==> src/rtl/vga_timing_pkg.sv <==
// Shared 800x600@60 Hz timing constants and bounce-window geometry.
package vga_timing_pkg;

    localparam int unsigned H_TOTAL     = 1056;
    localparam int unsigned H_ACT_START = 216;
    localparam int unsigned H_ACT_END   = 1015;

    localparam int unsigned V_TOTAL     = 628;
    localparam int unsigned V_ACT_START = 27;
    localparam int unsigned V_ACT_END   = 626;

    localparam int unsigned IMG_W   = 128;
    localparam int unsigned IMG_H   = 128;
    localparam int unsigned X_LIMIT = 672;
    localparam int unsigned Y_LIMIT = 472;

    // Direction of travel along one axis.
    typedef enum logic {
        DIR_INC = 1'b0,
        DIR_DEC = 1'b1
    } dir_e;

endpackage

==> src/rtl/bounce_axis_module.sv <==
// One axis of the bouncing window: steps the position once per enabled tick
// and reverses at 0 and LIMIT, clamping so the position never wraps.
module bounce_axis_module #(
    parameter int unsigned STEP  = 2,
    parameter int unsigned LIMIT = 672,
    parameter int unsigned INIT  = 336
) (
    input  logic       clk,
    input  logic       rst_n,
    input  logic       tick,
    input  logic       enable,
    output logic [9:0] pos,
    output logic       dir
);
    import vga_timing_pkg::*;

    localparam logic [9:0] STEP_V  = 10'(STEP);
    localparam logic [9:0] LIMIT_V = 10'(LIMIT);
    localparam logic [9:0] INIT_V  = 10'(INIT);

    logic [9:0] pos_q, pos_d;
    dir_e       dir_q, dir_d;

    // Position/direction state, returns to the start position on reset.
    always_ff @(posedge clk or negedge rst_n) begin
        if (!rst_n) begin
            pos_q <= INIT_V;
            dir_q <= DIR_INC;
        end else begin
            pos_q <= pos_d;
            dir_q <= dir_d;
        end
    end

    // Next position: step toward the current wall, clamp and turn when reached.
    always_comb begin
        pos_d = pos_q;
        dir_d = dir_q;
        if (tick && enable) begin
            if (dir_q == DIR_INC) begin
                if (pos_q + STEP_V >= LIMIT_V) begin
                    pos_d = LIMIT_V;
                    dir_d = DIR_DEC;
                end else begin
                    pos_d = pos_q + STEP_V;
                end
            end else begin
                if (pos_q <= STEP_V) begin
                    pos_d = '0;
                    dir_d = DIR_INC;
                end else begin
                    pos_d = pos_q - STEP_V;
                end
            end
        end
    end

    assign pos = pos_q;
    assign dir = (dir_q == DIR_DEC);

endmodule

==> src/rtl/vga_bounce_image_module.sv <==
// Pixel stage: draws a 128x128 monochrome ROM image in a window that bounces
// around the 800x600 visible area. Fixed 3-clock latency from qC1/qC2 to
// RGB_Sig so the external 3-stage sync delay stays aligned.
module vga_bounce_image_module #(
    parameter int unsigned STEP   = 2,
    parameter int unsigned INIT_X = 336,
    parameter int unsigned INIT_Y = 236,
    parameter logic [2:0]  FG_RGB = 3'b111,
    parameter logic [2:0]  BG_RGB = 3'b001
) (
    input  logic        CLK_40Mhz,
    input  logic        RSTn,
    input  logic [10:0] qC1,
    input  logic [9:0]  qC2,
    input  logic        Move_En,
    output logic [10:0] ROM_Addr,
    input  logic [7:0]  ROM_Data,
    output logic [2:0]  RGB_Sig,
    output logic        Frame_Tick
);
    import vga_timing_pkg::*;

    logic [9:0]  x0, y0;
    logic        dir_x_unused, dir_y_unused;

    logic [10:0] x_vis;
    logic [9:0]  y_vis;
    logic [6:0]  dx, dy;
    logic        in_x, in_y;

    logic [10:0] rom_addr_q, rom_addr_d;
    logic        vis1_q, vis1_d, hit1_q, hit1_d;
    logic [2:0]  bit1_q, bit1_d;
    logic        vis2_q, vis2_d, hit2_q, hit2_d;
    logic [2:0]  bit2_q, bit2_d;
    logic [2:0]  rgb_q, rgb_d;
    logic        frame_tick_q, frame_tick_d;

    bounce_axis_module #(
        .STEP  (STEP),
        .LIMIT (X_LIMIT),
        .INIT  (INIT_X)
    ) u_axis_x (
        .clk    (CLK_40Mhz),
        .rst_n  (RSTn),
        .tick   (frame_tick_q),
        .enable (Move_En),
        .pos    (x0),
        .dir    (dir_x_unused)
    );

    bounce_axis_module #(
        .STEP  (STEP),
        .LIMIT (Y_LIMIT),
        .INIT  (INIT_Y)
    ) u_axis_y (
        .clk    (CLK_40Mhz),
        .rst_n  (RSTn),
        .tick   (frame_tick_q),
        .enable (Move_En),
        .pos    (y0),
        .dir    (dir_y_unused)
    );

    // Stage 1 decode: visibility, window hit and image address from the counters.
    always_comb begin
        x_vis  = qC1 - 11'(H_ACT_START);
        y_vis  = qC2 - 10'(V_ACT_START);
        vis1_d = (qC1 >= 11'(H_ACT_START)) && (qC1 <= 11'(H_ACT_END)) &&
                 (qC2 >= 10'(V_ACT_START)) && (qC2 <= 10'(V_ACT_END));
        in_x   = (x_vis >= {1'b0, x0}) && (x_vis < ({1'b0, x0} + 11'(IMG_W)));
        in_y   = (y_vis >= y0) && (y_vis < (y0 + 10'(IMG_H)));
        // Window offsets are < 128, so 7-bit modular subtraction is exact.
        dx     = x_vis[6:0] - x0[6:0];
        dy     = y_vis[6:0] - y0[6:0];
        hit1_d = vis1_d && in_x && in_y;
        bit1_d = dx[2:0];
        rom_addr_d = hit1_d ? {dy, dx[6:3]} : rom_addr_q;
    end

    // Stages 2-3 and frame-end detect: delay flags past the ROM, then pick the colour.
    always_comb begin
        vis2_d       = vis1_q;
        hit2_d       = hit1_q;
        bit2_d       = bit1_q;
        frame_tick_d = (qC1 == 11'(H_TOTAL - 1)) && (qC2 == 10'(V_TOTAL - 1));
        rgb_d        = '0;
        if (vis2_q) begin
            if (hit2_q && ROM_Data[3'd7 - bit2_q]) begin
                rgb_d = FG_RGB;
            end else begin
                rgb_d = BG_RGB;
            end
        end
    end

    // Pipeline and frame-tick registers.
    always_ff @(posedge CLK_40Mhz or negedge RSTn) begin
        if (!RSTn) begin
            rom_addr_q   <= '0;
            vis1_q       <= 1'b0;
            hit1_q       <= 1'b0;
            bit1_q       <= '0;
            vis2_q       <= 1'b0;
            hit2_q       <= 1'b0;
            bit2_q       <= '0;
            rgb_q        <= '0;
            frame_tick_q <= 1'b0;
        end else begin
            rom_addr_q   <= rom_addr_d;
            vis1_q       <= vis1_d;
            hit1_q       <= hit1_d;
            bit1_q       <= bit1_d;
            vis2_q       <= vis2_d;
            hit2_q       <= hit2_d;
            bit2_q       <= bit2_d;
            rgb_q        <= rgb_d;
            frame_tick_q <= frame_tick_d;
        end
    end

    assign ROM_Addr   = rom_addr_q;
    assign RGB_Sig    = rgb_q;
    assign Frame_Tick = frame_tick_q;

endmodule
==> config.mk <==
export PLATFORM = sky130hd
export DESIGN_NAME = vga_bounce_image_module
export DESIGN_NICKNAME = d
export VERILOG_FILES = /design/src/rtl/vga_timing_pkg.sv /design/src/rtl/bounce_axis_module.sv /design/src/rtl/vga_bounce_image_module.sv
export SDC_FILE = /design/constraint.sdc
export NUM_CORES = 1
export LEC_CHECK = 0
export BUFFER_PORTS_ARGS = -buffer_cell sky130_fd_sc_hd__buf_2
export CAP_MARGIN = 20
export CORE_UTILIZATION = 51
export DETAILED_ROUTE_END_ITERATION = 8
export GPL_TIMING_DRIVEN = 0
export HOLD_SLACK_MARGIN = 0.12
export PLACE_DENSITY = 0.71
export SLEW_MARGIN = 20
export SYNTH_ARGS = -nofsm -noshare
export SYNTH_HDL_FRONTEND = slang
export SYNTH_SLANG_ARGS = --single-unit
==> constraint.sdc <==
create_clock -name CLK_40Mhz -period 3.3 [get_ports CLK_40Mhz]
set_clock_uncertainty 0.1 [all_clocks]
set_input_delay 0.165 -clock CLK_40Mhz [delete_from_list [all_inputs] [get_ports CLK_40Mhz]]
set_output_delay 0.165 -clock CLK_40Mhz [all_outputs]
set_load 0.05 [all_outputs]
## After elaboration in Yosys (flattened, before gate mapping)

Cells that the tools add are included.

| word-level totals | value |
|---|---|
| register bits after elaboration | 47 |
| bits in latches | 0 |
| memory bits (writable) | 0 |
| bits in read-only memories | 0 |
| input port bits | 32 |
| output and inout port bits | 15 |
| word-level logic and storage cells | 65 |
| memories | 0 |

| cells by class | value |
|---|---|
| add/subtract/negate cells | 11 |
| $mul | 0 |
| divide/modulo/power cells | 0 |
| order comparisons | 13 |
| equal/unequal tests | 2 |
| shift-type cells | 0 |
| muxes and demuxes | 16 |
| bitwise gates (word level) | 0 |
| reduce and logical (&&, ||, !) cells | 10 |

Operator list:

| kind | number |
|---|---|
| $mux W10 | 6 |
| $add A10 B2 Y10 const B | 2 |
| $le A10 B2 Y1 const B | 2 |
| $sub A10 B2 Y10 const B | 2 |
| $sub A7 B7 Y7 | 2 |
| $add A10 B8 Y11 const B | 1 |
| $eq A11 B11 Y1 const B | 1 |
| $ge A11 B10 Y1 | 1 |
| $ge A11 B8 Y1 const B | 1 |
| $le A11 B10 Y1 const B | 1 |
| $lt A11 B11 Y1 | 1 |
| $sub A11 B8 Y11 const B | 1 |
| $add A10 B8 Y10 const B | 1 |
| $eq A10 B10 Y1 const B | 1 |
| $ge A10 B10 Y1 | 1 |
| $ge A10 B10 Y1 const B | 1 |
| $ge A10 B5 Y1 const B | 1 |
| $ge A10 B9 Y1 const B | 1 |
| $le A10 B10 Y1 const B | 1 |
| $logic_and A1 B1 Y1 | 10 |
| $lt A10 B10 Y1 | 1 |
| $sub A10 B5 Y10 const B | 1 |
| $mux W1 | 7 |
| $mux W3 | 2 |
| other kinds (3) | 3 |

## Longest topological paths before layout

| depth | value |
|---|---|
| depth after elaboration | 6 |
| mapped depth | 14 |
| depth with buffers taken out | 13 |

## Cells and area by module

A second synthesis with hierarchy kept.

| unflattened totals | value |
|---|---|
| cell total of the unflattened synthesis | 498 |
| area total of the unflattened synthesis | 4,320.4 um^2 |

By module, submodules not included:

| module | instances | cells each | area an instance (um^2) | sequential area each (um^2) |
|---|---|---|---|---|
| vga_bounce_image_module | 1 | 248 | 2,304.7 | 600.6 |
| bounce_axis_module at u_axis_y | 1 | 133 | 1,072.3 | 256.5 |
| bounce_axis_module at u_axis_x | 1 | 117 | 943.4 | 254.0 |

## Worst setup path before layout

OpenSTA, ideal clock, no wires.

| timing | value |
|---|---|
| path kind | input port to flip-flop |
| start | input port qC2[0] |
| end | register rom_addr_q[0] (netlist: ROM_Addr[0]) |
| setup time | 128 ps |
| arrival time | 2,724 ps |
| data required time | 3,072 ps |
| setup slack | 348 ps |
| stages | 13 |
| buffers on the path | 1 |
| path through | ha_1 -> or2_1 -> a31oi_1 -> nand2b_1 -> nor2_1 -> xor2_1 -> ha_1 -> o2111a_1 -> a2111oi_0 -> o211a_1 -> o211ai_2 -> buf_4 -> mux2_1 |

| between the ends | value |
|---|---|
| cells in the longest elaborated chain, start to end | 5 |
| elaborated cells on any way between the ends | 10 |
| those cells by class | add/sub (1); order compare (4); reduce/logical (5) |

Ends and longest elaborated chain:

| element | RTL line | text |
|---|---|---|
| start, declared | vga_bounce_image_module.sv:14 | `input logic [9:0] qC2,` |
| branches (longest 4 deep; another with $sub A10 B5 Y10) | n/a |  |
| $logic_and A1 B1 Y1 * | vga_bounce_image_module.sv:76 | `hit1_d = vis1_d && in_x && in_y;` |
| end signal, assigned | vga_bounce_image_module.sv:110 | `rom_addr_q <= rom_addr_d;` |
| end, declared | vga_bounce_image_module.sv:31 | `logic [10:0] rom_addr_q, rom_addr_d;` |

Mark *: on every way between the ends.
A chain may end at the register's enable or synchronous reset.

## Worst setup path after layout

| timing | value |
|---|---|
| start | register u_axis_x.pos_q[8] (netlist: u_axis_x.pos[8]) |
| end | register rom_addr_q[10] (netlist: ROM_Addr[10]) |

| between the ends | value |
|---|---|
| cells in the longest elaborated chain, start to end | 5 |
| elaborated cells on any way between the ends | 6 |
| those cells by class | add/sub (1); order compare (2); reduce/logical (3) |

Ends and longest elaborated chain:

| element | RTL line | text |
|---|---|---|
| start, declared | bounce_axis_module.sv:21 | `logic [9:0] pos_q, pos_d;` |
| start signal, assigned | bounce_axis_module.sv:30 | `pos_q <= pos_d;` |
| $add A10 B8 Y11 | vga_bounce_image_module.sv:71 | `in_x = (x_vis >= {1'b0, x0}) && (x_vis < ({1'b0, x0} + 11'(IMG_W)));` |
| $lt A11 B11 Y1 | vga_bounce_image_module.sv:71 |  |
| $logic_and A1 B1 Y1 * | vga_bounce_image_module.sv:71 |  |
| $logic_and A1 B1 Y1 * (2 in a row) | vga_bounce_image_module.sv:76 |  |

Mark *: on every way between the ends. The rest lies on a longest branch, timed or not.

==> impl_metrics.csv <==
group,metric,value,unit
run_status,status,"finished clean",
global_routing,grt.met2_usage,46.57,%
layout,final_cells,596,
layout,finalNetCount,570,
floorplan,chipWidth,88.97,microns
routing,firstDrtPassIters,4,
clocking,clock_path_buffers,2,
pwr,switching_power,0.6143,mW
synthesis,yosysUniqueCellTypes,69,
placement,hpwl,7170,microns
sta,rsz0062_at_grt,"no",
clocking,cts_setup_buffers,0,
synthesis,avgSynthCellArea,8.727,sq um
floorplan,io_pins,47,
global_routing,grt_first_pass_wirelength,16100,microns
global_routing,busiest_layer,"met2",
sta,worst_pin_slew,602.1,ps
pwr,switching_share,36.67,%
layout,drive_above_1_share,17.30,%
critical_path,critical_path.max_stage_delay,630,ps
critical_path,crit_family,"simple AND/OR/NAND/NOR gates",
critical_path,worstSetupPathType,"reg -> reg",
sta,fin_crit,3073,ps
pwr,p_seq_share,38.4,%
clocking,clockRootBuffer,"clkbuf_8",
clocking,insertion_delay,290,ps
pwr,pwr-share-comb,34.4,%
pwr,p_int,1.061,mW
synthesis,ys_seq_elements,44,
floorplan,start_util,52.90,%
placement,io_buffers,46,
critical_path,crit_path_end_kind,"flip-flop",
synthesis,synth_nets,516,
critical_path,critical_path.max_fanout,10,
synthesis,yosysMostFrequentCell,"ha_1",
global_routing,gr-usage-met3,3.693,%
layout,n_fill_cell,681,
global_routing,grt_antenna_before_repair,0,
worst_hold_path,hold_path_class,"in -> reg",
pwr,p_clk_share,27.2,%
routing,drc,0,
layout,postLayoutCoreUtil,60.02,%
critical_path,cp_cell_sequence,"inv_1 -> ha_1 -> inv_1 -> ha_1 -> or3_1 -> o221ai_1 -> nand4_1 -> nor2_1 -> o211ai_2 -> buf_4 -> mux2_1",
global_routing,grt_usage,26.11,%
sta,tns,0,ps
clocking,cts.sinks,44,
synthesis,synth_ff_type,"dfrtp_1",
floorplan,core,7292,sq um
flow_run,cap_violations,0,
layout,area_delta_synth_final,13.46,%
synthesis,postSynthCellCount,442,
clocking,cts_tree,"yes",
clocking,clk_pin_slew,90,ps
synthesis,synth-seq-area-share,28.80,%
floorplan,die_h,88.97,microns
sta,max_freq,325.4,MHz
critical_path,path_buf_inv,3,
placement,numPlacedInstances,587,
floorplan,num_rows,31,
placement,dpl_cell_area,4212,sq um
layout,final_area,4377,sq um
floorplan,die_area,7916,sq um
synthesis,synthArstFlopShare,100.0,%
placement,pre_cts_slack,-166.9,ps
critical_path,cp_slowest_cell,"dfstp_2",
layout,antenna_cells,0,
global_routing,grt_pass1_vias,3484,
clocking,cts_buffers,5,
global_routing,met1_usage,33.06,%
global_routing,grt_max_degree,45,
critical_path,cp-start-kind,"flip-flop",
synthesis,synth.top_cells.by_count,"ha_1 (41), inv_1 (40), dfrtp_1 (36), a21oi_1 (32)",
routing,wl_per_cell,15.99,microns
synthesis,yosys-top-cells-area,"dfrtp_1 (23%), ha_1 (13%), dfstp_2 (5.4%), xnor2_1 (5.4%), a21oi_1 (4.2%)",
critical_path,cp.required,3380,ps
routing,ant_nets,0,
sta,report.final.hold_viol_count,0,
synthesis,yosysTopAreaCell,"dfrtp_1",
routing,wirelength,9528,microns
synthesis,synth_top_area_share,23.35,%
routing,vias,3553,
clocking,h-tree-depth,2,
pwr,p_per_area,382.8,nW/um^2
critical_path,arrival,3150,ps
sta,slew_headroom,59.49,%
synthesis,netlist_area,3857,sq um
sta,period_share,93.12,%
sta,slew_violations,0,
sta,layout_setup_ws,227.2,ps
pwr,ir_drop,0.3188,mV
placement,gp_congestion,0.9566,
global_routing,grt_overflow,0,
synthesis,synth_edf_count,0,
routing,first_iter_violations,204,
pwr,p_leak,1.915,nW
sta,setup_violations,0,
synthesis,yosys_warnings,0,
routing,vias_per_cell,5.961,
-- metrics by stage --
step	power [mW]	hold WS, ps
final	1.675	137.6
after global routing	1.767	144.5
after CTS	1.694	130.7
after detailed placement	1.227	222.0
after floorplan	1.075	-230.6
after global placement	1.212	215.9
-- worst reg2reg max path: cells and delay by family (launching register included) --
family,cells,cell delay [ps]
compound gates,2,410
simple gates,3,670
fa+ha+maj,2,450
flops,1,630
buf+inv,3,380
mux,1,320
-- registers in the layout, indices dropped and copies added (netlist names), 2 cells and up --
| signal | cells |
|---|---|
| bit1_q | 3 |
| ROM_Addr | 11 |
| RGB_Sig | 2 |
| bit2_q | 3 |
| u_axis_y.pos | 9 |
| u_axis_x.pos | 9 |
-- cell families (layout without fill, tap and decap cells) --
group	after synthesis	in the layout	share of synthesized area, %
other	1	1	0.09721
adders and majority gates	42	42	13.82
buffers and inverters	61	116	6.584
AOI/OAI and AO/OA	133	133	22.41
xor gates and xnor gates	29	29	6.584
DFF	44	44	28.80
and+or+nand+nor	118	118	17.09
muxes	14	14	4.606
-- cells in the final DEF (no fill, tap or decap), drive strengths merged, types with 8 or more instances in the layout --
| master | Yosys | layout |
|---|---|---|
| nor3 | 12 | 12 |
| mux2 | 10 | 10 |
| inv | 40 | 40 |
| nand4 | 11 | 11 |
| o22ai | 8 | 8 |
| ha | 41 | 41 |
| o21ai | 34 | 34 |
| nand3 | 12 | 12 |
| dfrtp | 36 | 36 |
| dfstp | 8 | 8 |
| clkbuf | 12 | 17 |
| a21oi | 32 | 32 |
| xnor2 | 24 | 24 |
| nor2 | 26 | 26 |
| buf | 9 | 55 |
| nand2 | 24 | 24 |
-- what timing repair did --
action / 4_1_cts / 5_1_grt
setup endpoints to repair: 8 / 8
hold buffers: 3 / 0
gates resized for setup: 0 / 4
hold endpoints to repair: 38 / 0
-- final timing paths --
kind	startpoint	endpoint	slack, ps	cells after the start
max	u_axis_x.pos[8]	ROM_Addr[10]	230	11
min	qC2[0]	ROM_Addr[4]	140	3
max reg2reg	u_axis_x.pos[8]	ROM_Addr[10]	230	11
min reg2reg	bit1_q[2]	bit2_q[2]	250	0
max in group asynchronous	RSTn	u_axis_x.pos[7]	2350	2
min in group asynchronous	RSTn	hit2_q	310	2
-- per-layer routing --
layer / vias to the layer above / routed length (microns)
li1: 1731 / -
met1: 1671 / 4194
met2: 138 / 4665
met3: 13 / 567
met4: 0 / 101
met5: - / 0
-- cell type report --
class / count / area [sq um] / share of cell area, %
repair buffers: 49 / 262.8 / 6.003
clock buffers: 7 / 96.34 / 2.201
well taps: 99 / 123.9 / 2.830
plain buffers: 19 / 96.34 / 2.201
flip-flops and latches: 44 / 1112 / 25.41
clock inverters: 1 / 30.03 / 0.6861
inverters: 40 / 150.1 / 3.431
multi-input cells: 337 / 2505 / 57.23
-- power groups by stage --
stage | Sequential, mW | Clock [mW] | Combinational (mW)
2_1_floorplan | 0.882 | 0 | 0.193
3_3_place_gp | 0.651 | 0 | 0.561
3_5_place_dp | 0.655 | 0 | 0.572
4_1_cts | 0.645 | 0.473 | 0.576
5_1_grt | 0.655 | 0.493 | 0.619
6_report | 0.643 | 0.455 | 0.577
No activity file was read; power rests on OpenSTA's default activity.
